File: config.mk
export PLATFORM = sky130hd
export DESIGN_NAME = serial_adder
export DESIGN_NICKNAME = d
export VERILOG_FILES = /design/src/rtl/serial_adder.sv
export SDC_FILE = /design/constraint.sdc
export NUM_CORES = 1
export LEC_CHECK = 0
export CAP_MARGIN = 40
export CORE_MARGIN = 1
export CORE_UTILIZATION = 34
export DETAILED_ROUTE_END_ITERATION = 8
export GPL_ROUTABILITY_DRIVEN = 1
export MAX_ROUTING_LAYER = met4
export PLACE_DENSITY_LB_ADDON = 0.2
export SLEW_MARGIN = 40
export SYNTH_ARGS = -nofsm -noshare
export SYNTH_HDL_FRONTEND = slang
export SYNTH_SLANG_ARGS = --single-unit
export TNS_END_PERCENT = 1
File: constraint.sdc
create_clock -name clk -period 2.8 [get_ports clk]
set_input_delay 0.56 -clock clk [delete_from_list [all_inputs] [get_ports clk]]
set_output_delay 0.56 -clock clk [all_outputs]
set_load 0.005 [all_outputs]
File: src/rtl/serial_adder.sv
// Bit-serial N-bit adder: one full-adder stage reused LSB first, carry held in a register.
// Latency: start accepted at edge k -> done pulse after edge k+N (N+1 cycles start to done).
// Backpressure: start is taken only while busy is low; start during RUN is dropped, not queued.
module serial_adder #(
    parameter int N = 8
) (
    input  logic         clk,
    input  logic         rst,
    input  logic         start,
    input  logic [N-1:0] a_in,
    input  logic [N-1:0] b_in,
    input  logic         cin,
    output logic         busy,
    output logic         done,
    output logic [N-1:0] sum,
    output logic         cout
);

    localparam int CW = $clog2(N) + 1;

    typedef enum logic [1:0] {
        IDLE = 2'd0,
        RUN  = 2'd1,
        DONE = 2'd2
    } state_t;

    state_t         state;
    logic [N-1:0]   a_sh;
    logic [N-1:0]   b_sh;
    logic [N-1:0]   r_sh;
    logic           carry;
    logic [CW-1:0]  count;

    // y[1] is the carry, y[0] the sum bit of the current position.
    logic [1:0]     y;
    logic [N:0]     r_cat;

    assign y     = {1'b0, a_sh[0]} + {1'b0, b_sh[0]} + {1'b0, carry};
    assign r_cat = {y[0], r_sh};

    always_ff @(posedge clk or posedge rst) begin
        if (rst) begin
            state <= IDLE;
            a_sh  <= '0;
            b_sh  <= '0;
            r_sh  <= '0;
            carry <= 1'b0;
            count <= '0;
            busy  <= 1'b0;
            done  <= 1'b0;
            sum   <= '0;
            cout  <= 1'b0;
        end else begin
            case (state)
                IDLE, DONE: begin
                    done <= 1'b0;
                    if (start) begin
                        a_sh  <= a_in;
                        b_sh  <= b_in;
                        carry <= cin;
                        count <= '0;
                        busy  <= 1'b1;
                        state <= RUN;
                    end else begin
                        busy  <= 1'b0;
                        state <= IDLE;
                    end
                end
                RUN: begin
                    r_sh  <= r_cat[N:1];
                    carry <= y[1];
                    a_sh  <= a_sh >> 1;
                    b_sh  <= b_sh >> 1;
                    count <= count + CW'(1);
                    // Last bit: publish the fully shifted result together with the final carry.
                    if (count == CW'(N - 1)) begin
                        sum   <= r_cat[N:1];
                        cout  <= y[1];
                        busy  <= 1'b0;
                        done  <= 1'b1;
                        state <= DONE;
                    end
                end
                default: begin
                    busy  <= 1'b0;
                    done  <= 1'b0;
                    state <= IDLE;
                end
            endcase
        end
    end

endmodule

## Word-level counts from Yosys, hierarchy flattened

Index checks and enable logic that the tools add are counted.

| cells by class | value |
|---|---|
| eq/ne operators | 5 |
| reductions and logical operators | 5 |
| add/subtract/negate cells | 3 |
| muxes and demuxes | 16 |

Operators with widths:

| kind | number |
|---|---|
| 8-bit case mux with 2 select lines | 2 |
| 8-bit 2-to-1 mux | 2 |
| 4-bit case mux with 2 select lines | 1 |
| 1-bit 2-to-1 mux | 6 |
| 4-bit by 1-bit adder with 4-bit output, second input constant | 1 |
| 4-bit by 3-bit == test with 1-bit output, second input constant | 1 |
| 4-bit 2-to-1 mux | 1 |
| 2-bit != test, second input constant | 2 |
| 1-bit case mux with 2 select lines | 2 |
| 2-bit case mux with 2 select lines | 1 |
| 2-bit AND reduction | 2 |
| 1-bit by 1-bit adder with 2-bit output | 1 |
| 2-bit by 1-bit adder with 2-bit output | 1 |
| 2-bit by 1-bit == test with 1-bit output, second input constant | 1 |
| 2-bit == test, second input constant | 1 |
| 2-bit logical NOT | 1 |
| 2-bit 2-to-1 mux | 1 |
| 2-bit nonzero test | 1 |
| 2-bit OR reduction | 1 |

| word-level totals | value |
|---|---|
| register bits after elaboration | 42 |
| logic and storage cells | 39 |
| output and inout bits | 11 |
| input port bits | 20 |

## Depth between registers and ports, before layout

Gate-level depths: netlist (run 1).

| logic depth | value |
|---|---|
| depth in word-level cells | 4 |
| gate-level depth with buffers | 5 |
| mapped depth without buffers | 4 |

## Least setup slack after synthesis (run 1)

No wires, ideal clock.

| path | value |
|---|---|
| path kind | register -> register |
| from | reg count[0] |
| to | reg cout |
| path slack | 1,375 ps |
| buffers on the path | 1 |
| setup time | 125 ps |
| data arrival time | 1,301 ps |
| stages on the path, launching flop included | 6 |
| required time | 2,675 ps |
| clock period less this slack | 1,425 ps |
| cells stage by stage | dfrtp_1 > ha_1 > nand3b_1 > nor3b_2 > buf_4 > mux2_2 |

| between the ends | value |
|---|---|
| cells in the longest elaborated chain, start to end | 2 |

RTL lines:

| element | line | RTL |
|---|---|---|
| from (decl) | 32 | `logic [CW-1:0] count;` |
| from (signal assigned) | 74 | `count <= count + CW'(1);` |
| 4-bit by 3-bit == test with 1-bit output | 76 | `if (count == CW'(N - 1)) begin` |
| 2-bit AND reduction (no line) | - |  |
| to (signal assigned) | 78 | `cout <= y[1];` |
| to (decl) | 16 | `output logic cout` |

Every way passes these cells.
A chain may end at the register's enable or synchronous reset.

## Worst setup path in the final report (run 1)

| path | value |
|---|---|
| from | reg count[0] |
| to | reg sum[5] |

| between the ends | value |
|---|---|
| cells in the longest elaborated chain, start to end | 2 |

RTL lines:

| element | line | RTL |
|---|---|---|
| 4-bit by 3-bit == test with 1-bit output | 76 |  |
| 2-bit AND reduction (no line) | - |  |
| to (signal assigned) | 77 | `sum <= r_cat[N:1];` |
| to (decl) | 15 | `output logic [N-1:0] sum,` |

Every way passes these cells.

==> results of run 1 <==
==> metrics by stage <==
stage               util (%)  worst slack, ns  area [um2]  hold WS [ns]
floorplan                  -             1.32        1660         0.437
global placement        42.5            0.759        2010         0.457
detailed placement      42.5            0.746        2010         0.468
CTS                     44.5            0.847        2100         0.485
global route            44.5            0.730        2100         0.498
finish                  44.5            0.865        2100         0.482
==> logic make-up (layout without fill, tap and decap cells) <==
family / after synthesis / after routing / share of synthesized area, %
flops: 40 / 40 / 60.2
compound gates: 36 / 36 / 17.8
mux: 19 / 19 / 12.7
simple gates: 8 / 8 / 3.92
buf+inv: 8 / 41 / 3.39
fa+ha+maj: 2 / 2 / 1.96
==> registers in the layout, summed over array words and instances, names as in the netlist <==
signal / count
r_sh: 7
a_sh: 8
b_sh: 8
carry: 1
done: 1
state: 1
count: 4
busy: 1
sum: 8
cout: 1
==> where the power goes <==
group | switching, W | leakage (nW) | internal, W
clock network | 0.000192 | 0.0510 | 0.000196
registers | 0.000161 | 0.497 | 0.000850
logic | 0.000345 | 0.463 | 0.000551
==> critical path, stage by stage, from the launching register on <==
cell	delay [ns]
dfrtp_1	0.38
ha_1	0.20
nand3b_1	0.14
nor3b_2	0.68
mux2_2	0.42
==> cells in the final DEF (no fill, tap or decap) <==
cell type        Yosys  routed
nor2b_1              2       2
mux2_2              17      17
a21o_1              16      16
fa_1                 1       1
inv_1                1       1
nand4_1              1       1
ha_1                 1       1
dfrtp_1             40      40
buf_4                2       2
nor2b_4              1       1
mux2i_1              2       2
a31o_2               1       1
nor2_2               1       1
clkinv_2             0       2
clkbuf_8             0       6
nand2b_1             1       1
a22o_1              19      19
clkdlybuf4s50_1      0      30
nor3b_2              1       1
nand3b_1             1       1
==> metal layers <==
layer | vias to the layer above | GRT usage [%] | part of all wire [%]
li1 | 478 | - | -
met1 | 514 | 16.5 | 46
met2 | 19 | 20.3 | 48
met3 | 6 | 4.17 | 4.0
met4 | 0 | 5.66 | 1.6
met5 | - | - | 0
==> cell type report <==
type | count | area share, %
sequential | 40 | 47.6
multi-input combinational | 65 | 28.8
timing repair buffer | 32 | 15.0
tap | 67 | 3.99
clock buffer | 6 | 3.93
clock inverter | 2 | 0.476
inverter | 1 | 0.179
==> worst max-delay path by stage <==
stage                                    start                    to  slack, ns  depth (start not counted)
after global placement                   start  count[0]$_DFFE_PP0P_       0.76                          4
final                     count[0]$_DFFE_PP0P_    sum[5]$_DFFE_PP0P_       0.87                          4
after global routing      count[0]$_DFFE_PP0P_    sum[7]$_DFFE_PP0P_       0.73                          4
after floorplan                            rst   a_sh[0]$_DFFE_PP0P_       1.32                          1
after CTS                 count[0]$_DFFE_PP0P_    sum[5]$_DFFE_PP0P_       0.85                          4
after detailed placement                 start  count[0]$_DFFE_PP0P_       0.75                          4
==> impl.org, run 1 <==
** STA
- RSZ-0062 raised after global routing :: no
- Across the routed clock network, the largest skew measured is around 0.0018 ns.
- Final setup violating endpoints :: 0
- The worst pin sits at a relative slew slack of 46.6%.
- Hold violation count in the final report :: 0
- Final critical-path share of the clock period :: 69.1%
- Max-slew violation total from the final report :: 0
- Fmax achieved :: 517 MHz
- After layout, the minimum clock period comes to 1.93 ns.
- Sum Neg Setup Slack :: 0 ns
- For the pin with the worst max-slew slack, the measured transition is between 0.7 and 0.8 ns.

** Worst setup path
- By startpoint and endpoint, the worst setup path is classified as flip-flop to flip-flop.
- Endpoint class of the critical path :: flip-flop
- The endpoint identified for the worst register-to-register timing path is sum[5]$_DFFE_PP0P_.
- Worst reg2reg path startpoint :: count[0]$_DFFE_PP0P_
- Of all nets on the critical path, the largest fanout is 10.
- Sort of element at the start of the critical path :: flip-flop
- Worst Path Arrival :: 2.11 ns
- Worst EP required :: about 3 ns
- The worst register-to-register path has a depth of 4.
- Setup slack of the most critical reg-to-reg path :: 0.87 ns

** Placed design
- Number of placed instances with taps included :: 205
- Number of port buffers :: 30
- Routability-driven placement finished with a final weighted congestion of between 0.6 and 0.7.
- Half-perimeter wire length after placement :: 1880 um

** Hold path
- In this run the worst hold path is classified as flip-flop to flip-flop.
- Min-Delay Path Depth :: 1
- Hold Crit Start :: a_sh[1]$_DFFE_PP0P_
- Worst Hold End :: a_sh[1]$_DFFE_PP0P_

** Global route
- Overall track demand over capacity in global routing :: 13.3%
- Antenna violations before repair :: 0
- The number of global-route vias before repair was 1143.
- The first global-routing pass estimated 5090 um of wire.
- Gr ovfl total :: 0
- Maximum number of pins on one net before global-route repair :: 41

** Clock network
- After clock tree synthesis, the clock-pin slew on the worst setup and hold paths is 0.07 ns.
- Cts-stage hold buffer count :: 0
- The number of clock buffers added by TritonCTS is 5.
- TritonCTS built the clock tree.
- Post-CTS setup buffer count :: 0
- Root cell of the clock tree :: clkbuf_8
- In this run, post-CTS repair resized a total of 0 instances.
- H-tree levels :: 2
- Clock latency on the worst-skew pair :: 0.29 ns
- The tree built by TritonCTS fans out to 40 sinks.
- Number of buffers on the longest clock path :: 2

** Cells and area
- 0 antenna diodes ended up in the layout.
- Final non-filler cell total :: around 210
- Summing all flip-flop and latch instances after layout gives between 1000 and 1500 um2.
- Summing all multi-input logic gate instances after layout gives 604 um2.
- Ratio of cells with drive above 1 in the final layout :: a little over a fifth
- After the last flow step, the layout net total stands at 167.
- Fill cells in the final layout number 439.
- Growth of design area from synthesis to finish :: 26.4%

** Floorplanning
- Core Footprint :: 4720 um2
- Number of rows in the core area :: 25
- 31 I/O pins were placed.
- Measured along the y axis, the die boundary spans 71.9 um.
- In this run the horizontal extent of the chip is 71.9 um.
- The initial utilization of the core area, before any placement, comes to 35.2%.
- The die covers 5170 um2.

** Route
- Once detail routing completed, the nets flagged for antenna violations numbered 0.
- In the routed design, unresolved DRC markers number 2.
- After detailed routing, the average wire length per cell comes to between 10 and 15 um.
- The final route contains 1017 vias.
- Router iterations before antenna repair :: 6
- Detailed Route Iter0 Violations :: 48
- Via-per-instance ratio :: 4.77
- After detailed routing, the total wire length is ~2900 um.

** Yosys
- Biggest area contributors in the synthesized netlist :: dfrtp_1 60%, mux2_2 12%, a22o_1 10%
- Yosys printed 0 warnings.
- Yosys instantiated no cell more often than dfrtp_1.
- Sequential elements use 60.2% of the synthesized area.
- The most used flip-flop cell after synthesis is dfrtp_1.
- Synth area leader :: dfrtp_1
- Of the post-synthesis cell area, the dominant cell type holds around three fifths.
- Cell count after synthesis :: 113
- Mean area per synthesized cell :: 14.7 um2
- For this run, asynchronously set or reset flops after synthesis account for 100%.
- Yosys mapped the design onto 19 distinct sky130hd cell types.
- The synthesized design contains 40 register bits.
- Number of nets in the synthesized netlist :: 135
- Number of enable-type register cells in the synthesized netlist :: 0
- The synthesized netlist occupies a cell area of 1660 um2.
- Leading post-synthesis cells by instance count :: 40 x dfrtp_1, 19 x a22o_1, 17 x mux2_2, 16 x a21o_1, 3 x buf_2

** Power
- Peak ir drop on the vdd network :: 0.324 mV
- Power density over cell area :: roughly 1100 nW/um2
- Static Leak :: ~1.0 nW
- Total power draw :: roughly 0.0023 W

** Flow run
- The tool flagged a number of max-cap violations equal to 0.

** Run status
- Violations in the final reports :: design-rule violations
- The run finished, with violations left.
(Power assumes the default switching activity.)
==> run 2: changes to the inputs <==
==> constraint.sdc (replaced) <==
create_clock -name clk -period 2 [get_ports clk]
set_input_delay 0.4 -clock clk [delete_from_list [all_inputs] [get_ports clk]]
set_output_delay 0.4 -clock clk [all_outputs]
set_load 0.005 [all_outputs]
==> impl.org, run 2 (synthesis gave the netlist of run 1 again) <==
** Floorplanning
- The floorplan has 25 rows.
- Core Footprint :: 4720 um2
- 31 I/O pins were placed.
- Horizontal die dimension :: 71.9 um
- Die Outline Area :: 5170 um2
- For this configuration, the core starts out at a cell density of 35.2%.
- Y dimension of the die :: 71.9 um

** Clock network
- H-tree levels :: 2
- The cell sitting at the root of the clock tree is a clkbuf_8.
- TritonCTS built the clock tree.
- Number of buffers on the longest clock path :: 2
- Post-CTS setup buffer count :: 0
- After clock tree synthesis, the repair step resized 0 gates.
- Clock transition at path regs :: approximately 0.07 ns
- Clock tree sinks :: 40
- Buffers inserted to repair hold after CTS numbered 0.
- Total CTS buffers :: 5
- At the later pin of the worst-skew pair, clock insertion delay measures approximately 0.29 ns.

** Power
- Per report_power, the combinational group accounts for 39.6% of the total.
- In this run the power density over the cells is 1530 nW/um2.
- In this run, the clock network consumes 16.7% of the power.
- The share of total power dissipated in sequential elements is 43.7%.
- VDD sags by at most 0.399 mV.
- In this run switching power makes up around 30% of total power.
- Summed over all cells, the static leakage comes to 1.02 nW.
- The analysis attributes to net switching a power of 0.000981 W.
- Internal power comes to 0.00226 W.

** Worst setup path
- STA classifies the critical path startpoint as a flip-flop.
- For this design, the slowest cell found on the critical path is clkdlybuf4s50_1.
- In this design, the largest share of critical-path delay is due to buffers and inverters.
- At the worst endpoint, the required time is approximately 1.6 ns.
- Walking the worst path, the cells encountered are clkdlybuf4s50_1.
- The worst setup path is of the flip-flop to output port kind.
- Endpoint class of the critical path :: output port
- The number of buffers and inverters on the critical path is 1.
- Worst Path Arrival :: between 1 and 1.5 ns
- For this run, the slowest stage of the critical path takes 0.53 ns.
- Critical path peak fanout :: 3

** Global route
- The number of global-route vias before repair came to 1108.
- Maximum number of pins on one net before global-route repair :: 41
- The initial antenna violation count was 0.
- Global routing consumed, over all layers together, 13.6% of the routing resources.
- First-pass GRT wire length :: between 5000 and 6000 um
- The total overflow left after global routing is 0.

** Cells and area
- Most common cell after layout, fill and taps aside :: dfrtp_1
- In the final layout, the registers with the most flip-flops are a_sh x8, b_sh x8, sum x8.
- Summing all non-filler instances in the final layout gives an area of around 2100 um2.
- Growth of design area from synthesis to finish :: 27.2%
- Top library cells by usage in the layout, fill and taps aside :: 40 x dfrtp_1, 30 x clkdlybuf4s50_1, 19 x a22o_1, 17 x mux2_2, 16 x a21o_1
- Number of fill cells in the layout :: 451
- After the last flow step, the layout net total stands at between 150 and 200.
- ANT cells :: 0
- Of the cells placed in the final design, the portion with a size suffix greater than 1 is a little over a fifth.
- For this run, the share of the core covered by cells in the final layout is 44.7%.

** Route
- Residual DRC count :: 2
- Via count :: 1032
- In the final routed layout, each cell accounts on average for 13.7 um.
- The count of nets left with antenna violations once routing finished came out at 0.
- Detailed Route Iter0 Violations :: 56
- Via-per-instance ratio :: 4.80
- Summed over all layers, the routed wires come to 2940 um.
- The pre-antenna-repair detailed-routing pass consisted of 5 iterations.

** Placed design
- Summing all placed instances gives a cell area of slightly above 2000 um2.
- Routability cong. :: between 0.6 and 0.7
- Number of port buffers :: 30
- Dpl ws :: 0.125 ns
- Summed over all nets, the half-perimeter wirelength after detailed placement is just under 2000 um.

** STA
- Worst Skew :: 0.00578 ns
- After layout, the minimum clock period comes to 1.64 ns.
- Across all setup checks in the final design, the least slack found is 0.362 ns.
- Final setup violating endpoints :: 0
- Max-slew violation total from the final report :: 0
- Hold violation count in the final report :: 0
- Sum Neg Setup Slack :: 0 ns
- RSZ-0062 raised after global routing :: no
- Worst Max-Slew Pin Slew :: ~0.75 ns
- Measured against its own limit, the worst slew margin works out to about half.
- Final critical-path share of the clock period :: between 80% and 90%
- Based on the critical path, the design can be clocked at up to 610 MHz.

** Hold path
- Path class of the lowest-slack min-delay path :: flip-flop to flip-flop

** Run status
- Status :: complete, but fails checks
- The final reports fail on design-rule violations.

** Flow run
- Number of maximum-capacitance violations :: 0
## run 2: worst paths after layout
check,from,end,slack [ns],cells past startpoint
min in group asynchronous,rst,busy$_DFFE_PP0P_,0.52,3
min,b_sh[1]$_DFFE_PP0P_,b_sh[1]$_DFFE_PP0P_,0.48,1
min reg2reg,b_sh[1]$_DFFE_PP0P_,b_sh[1]$_DFFE_PP0P_,0.48,1
max in group asynchronous,rst,b_sh[6]$_DFFE_PP0P_,1.12,3
max reg2reg,count[0]$_DFFE_PP0P_,sum[5]$_DFFE_PP0P_,0.40,5
max,done$_DFFE_PP0P_,done,0.36,1
## run 2: stage by stage
stage	power, W	hold slack, ns	std cells
2_1_floorplan	0.00233	0.437	113
3_3_place_gp	0.00268	0.456	207
3_5_place_dp	0.00273	0.466	207
4_1_cts	0.00329	0.483	215
5_1_grt	0.00351	0.511	215
6_report	0.00324	0.477	215
## run 2: area by class of cell
cell class / count / area, um2 / area share, %
Multi-Input combinational cell: 65 / 604 / 28.6
Clock buffer: 8 / 90.1 / 4.26
Tap cell: 67 / 83.8 / 3.97
Sequential cell: 40 / 1000 / 47.4
Timing Repair Buffer: 34 / 330 / 15.6
Inverter: 1 / 3.75 / 0.178
## run 2: metal layers
layer  up-vias  routed length, um  global-route usage [%]  part of all wire, %
met5         -                  0                       -                    0
met4         0                 55                    5.88                  1.9
met3         7                115                    4.17                  3.9
met2        19               1390                    19.6                   47
met1       524               1380                    17.9                   47
li1        482                  -                       -                    -
## run 2: power groups by stage
stage	sequential (W)	combinational, W	clock [W]
finish	0.00142	0.00129	0.000541
detailed placement	0.00143	0.00130	0
global route	0.00148	0.00143	0.000604
floorplan	0.00139	0.000949	0
CTS	0.00142	0.00131	0.000565
global placement	0.00142	0.00126	0
==> RTL change: new RTL, settings of run 2 <==
The 3 states of `state_t` get a one-hot encoding in 3 bits.
--- a/src/rtl/serial_adder.sv
+++ b/src/rtl/serial_adder.sv
@@ -20,6 +20,6 @@
 
-    typedef enum logic [1:0] {
-        IDLE = 2'd0,
-        RUN  = 2'd1,
-        DONE = 2'd2
+    typedef enum logic [2:0] {
+        IDLE = 3'b001,
+        RUN  = 3'b010,
+        DONE = 3'b100
     } state_t;
Behaviour: same outputs for any inputs over 10 cycles, from zero or initial values and one cycle with rst high; not proved beyond that.
==> RTL change against run 2 <==
Setup slack lost 71 ps. Sequential cell count grew 1. Wire length grew 36%. Synthesized area grew 9.8%. Total power shrank 12%. Cell area grew 9.5%. Fmax shrank 4.1%. Critical path type unchanged. Non-clock buffer count grew 5.
==> RTL change: results (changes against run 2) <==
* Status: finished clean
* Largest net degree at the start of global routing at 42 (+2.4%)
* GRT Overall Usage at 16.9% (+3.3 points)
* Drt via density at 4.99 (+3.9%)
* M2 GR Usage at 25.3% (+5.7 points)
* Initial DRC Count at 106 (+89%)
* DR vias at 1412 (+37%)
* Met3 usage at 4.28% (+0.12 points)
* H-tree depth at 2 (unchanged)
* Sequential element share of the synthesized area at 56.3% (-3.9 points)
* Syn Area/Cell at 10.2 um^2 (-30%)
* Placed cells at 275 (+33%)
* Longest Clk Path Bufs at 2 (unchanged)
* GP Congestion at 0.742 (+11%)
* Routed met3 length at 182 um (+58%)
* Total power at 2.84 mW (-12%)
* Antenna violations before repair at 0 (unchanged)
* CP peak stage delay at 560 ps (+30 ps)
* Vias in the first global route at 1477 (+33%)
* Met2 wire len at 1810 um (+30%)
* Worst EP arrival at 1310 ps (+70 ps)
* First-pass GRT wire length at 6780 um (+31%)
* Switch share at 37.0% (+6.8 points)
* P_leak at 1.06 nW (+4.3%)
* Worst-path maximum fanout at 5 (+2)
* Synth area leaders: dfrtp_1 (55%), nand3_1 (9.1%), nand2_1 (8.0%), o211ai_1 (6.2%), mux2_2 (5.6%)
* Compound-cell area share of the yosys netlist at 10.1% (-7.7 points)
* Met1 Wirelength at 1960 um (+42%)
* Net count, final at 234 (+38%)
* Normalized max-slew margin at 66.2% (+16 points)
* Mapped Nets at 200 (+48%)
* Clock Skew at 4.81 ps (-0.975 ps)
* Synth cell count leaders: dfrtp_1 (40), nand2_1 (39), nand3_1 (33)
* Total iterations of the first detailed-routing run at 4 (-1)
* Post-synth cell types at 29 (+10)
* IR drop worst, VDD at 0.520 mV (+30%)
* Routed wire length at 4000 um (+36%)
* XOR/XNOR share of the synthesized area at 0.960% (+0.96 points)
* GRT met1 Usage at 21.9% (+4.0 points)
* DP HPWL at 2650 um (+36%)
* Hold Path Class: reg2reg
* Power Clock at 529 uW (-2%)
==> RTL change: layout make-up <==
cell class,instances,area (um^2)
Multi-Input combinational cell,122,734
Inverter,3,11.3
Clock buffer,5,68.8
Tap cell,70,87.6
Clock inverter,3,17.5
Timing Repair Buffer,39,368
Fill cell,513,2830
Sequential cell,41,1030
==> RTL change: path summary, 6_finish.rpt <==
path	from	slack (ps)	endpoint	depth (start not counted)
worst max-delay path	done	290	done	1
worst min-delay path	b_sh[4]	480	b_sh[3]	2
worst max register to register	done	320	count[3]	4
worst min register to register	b_sh[4]	480	b_sh[3]	2
max in group asynchronous	rst	1110	state[0]	3
min in group asynchronous	rst	530	state[1]	3
==> RTL change: worst register-to-register path: stages (launching register included) <==
cell and delay [ps]:
dfrtp_1 450, or3b_1 490, buf_4 230, o21ai_0 210, a31oi_1 160
==> RTL change: per-stage QoR <==
step | worst slack, ps | area, um^2
global route | 215 | 2310
finish | 291 | 2310
global placement | 366 | 2230
detailed placement | 334 | 2230
floorplan | 441 | 1820
CTS | 272 | 2310
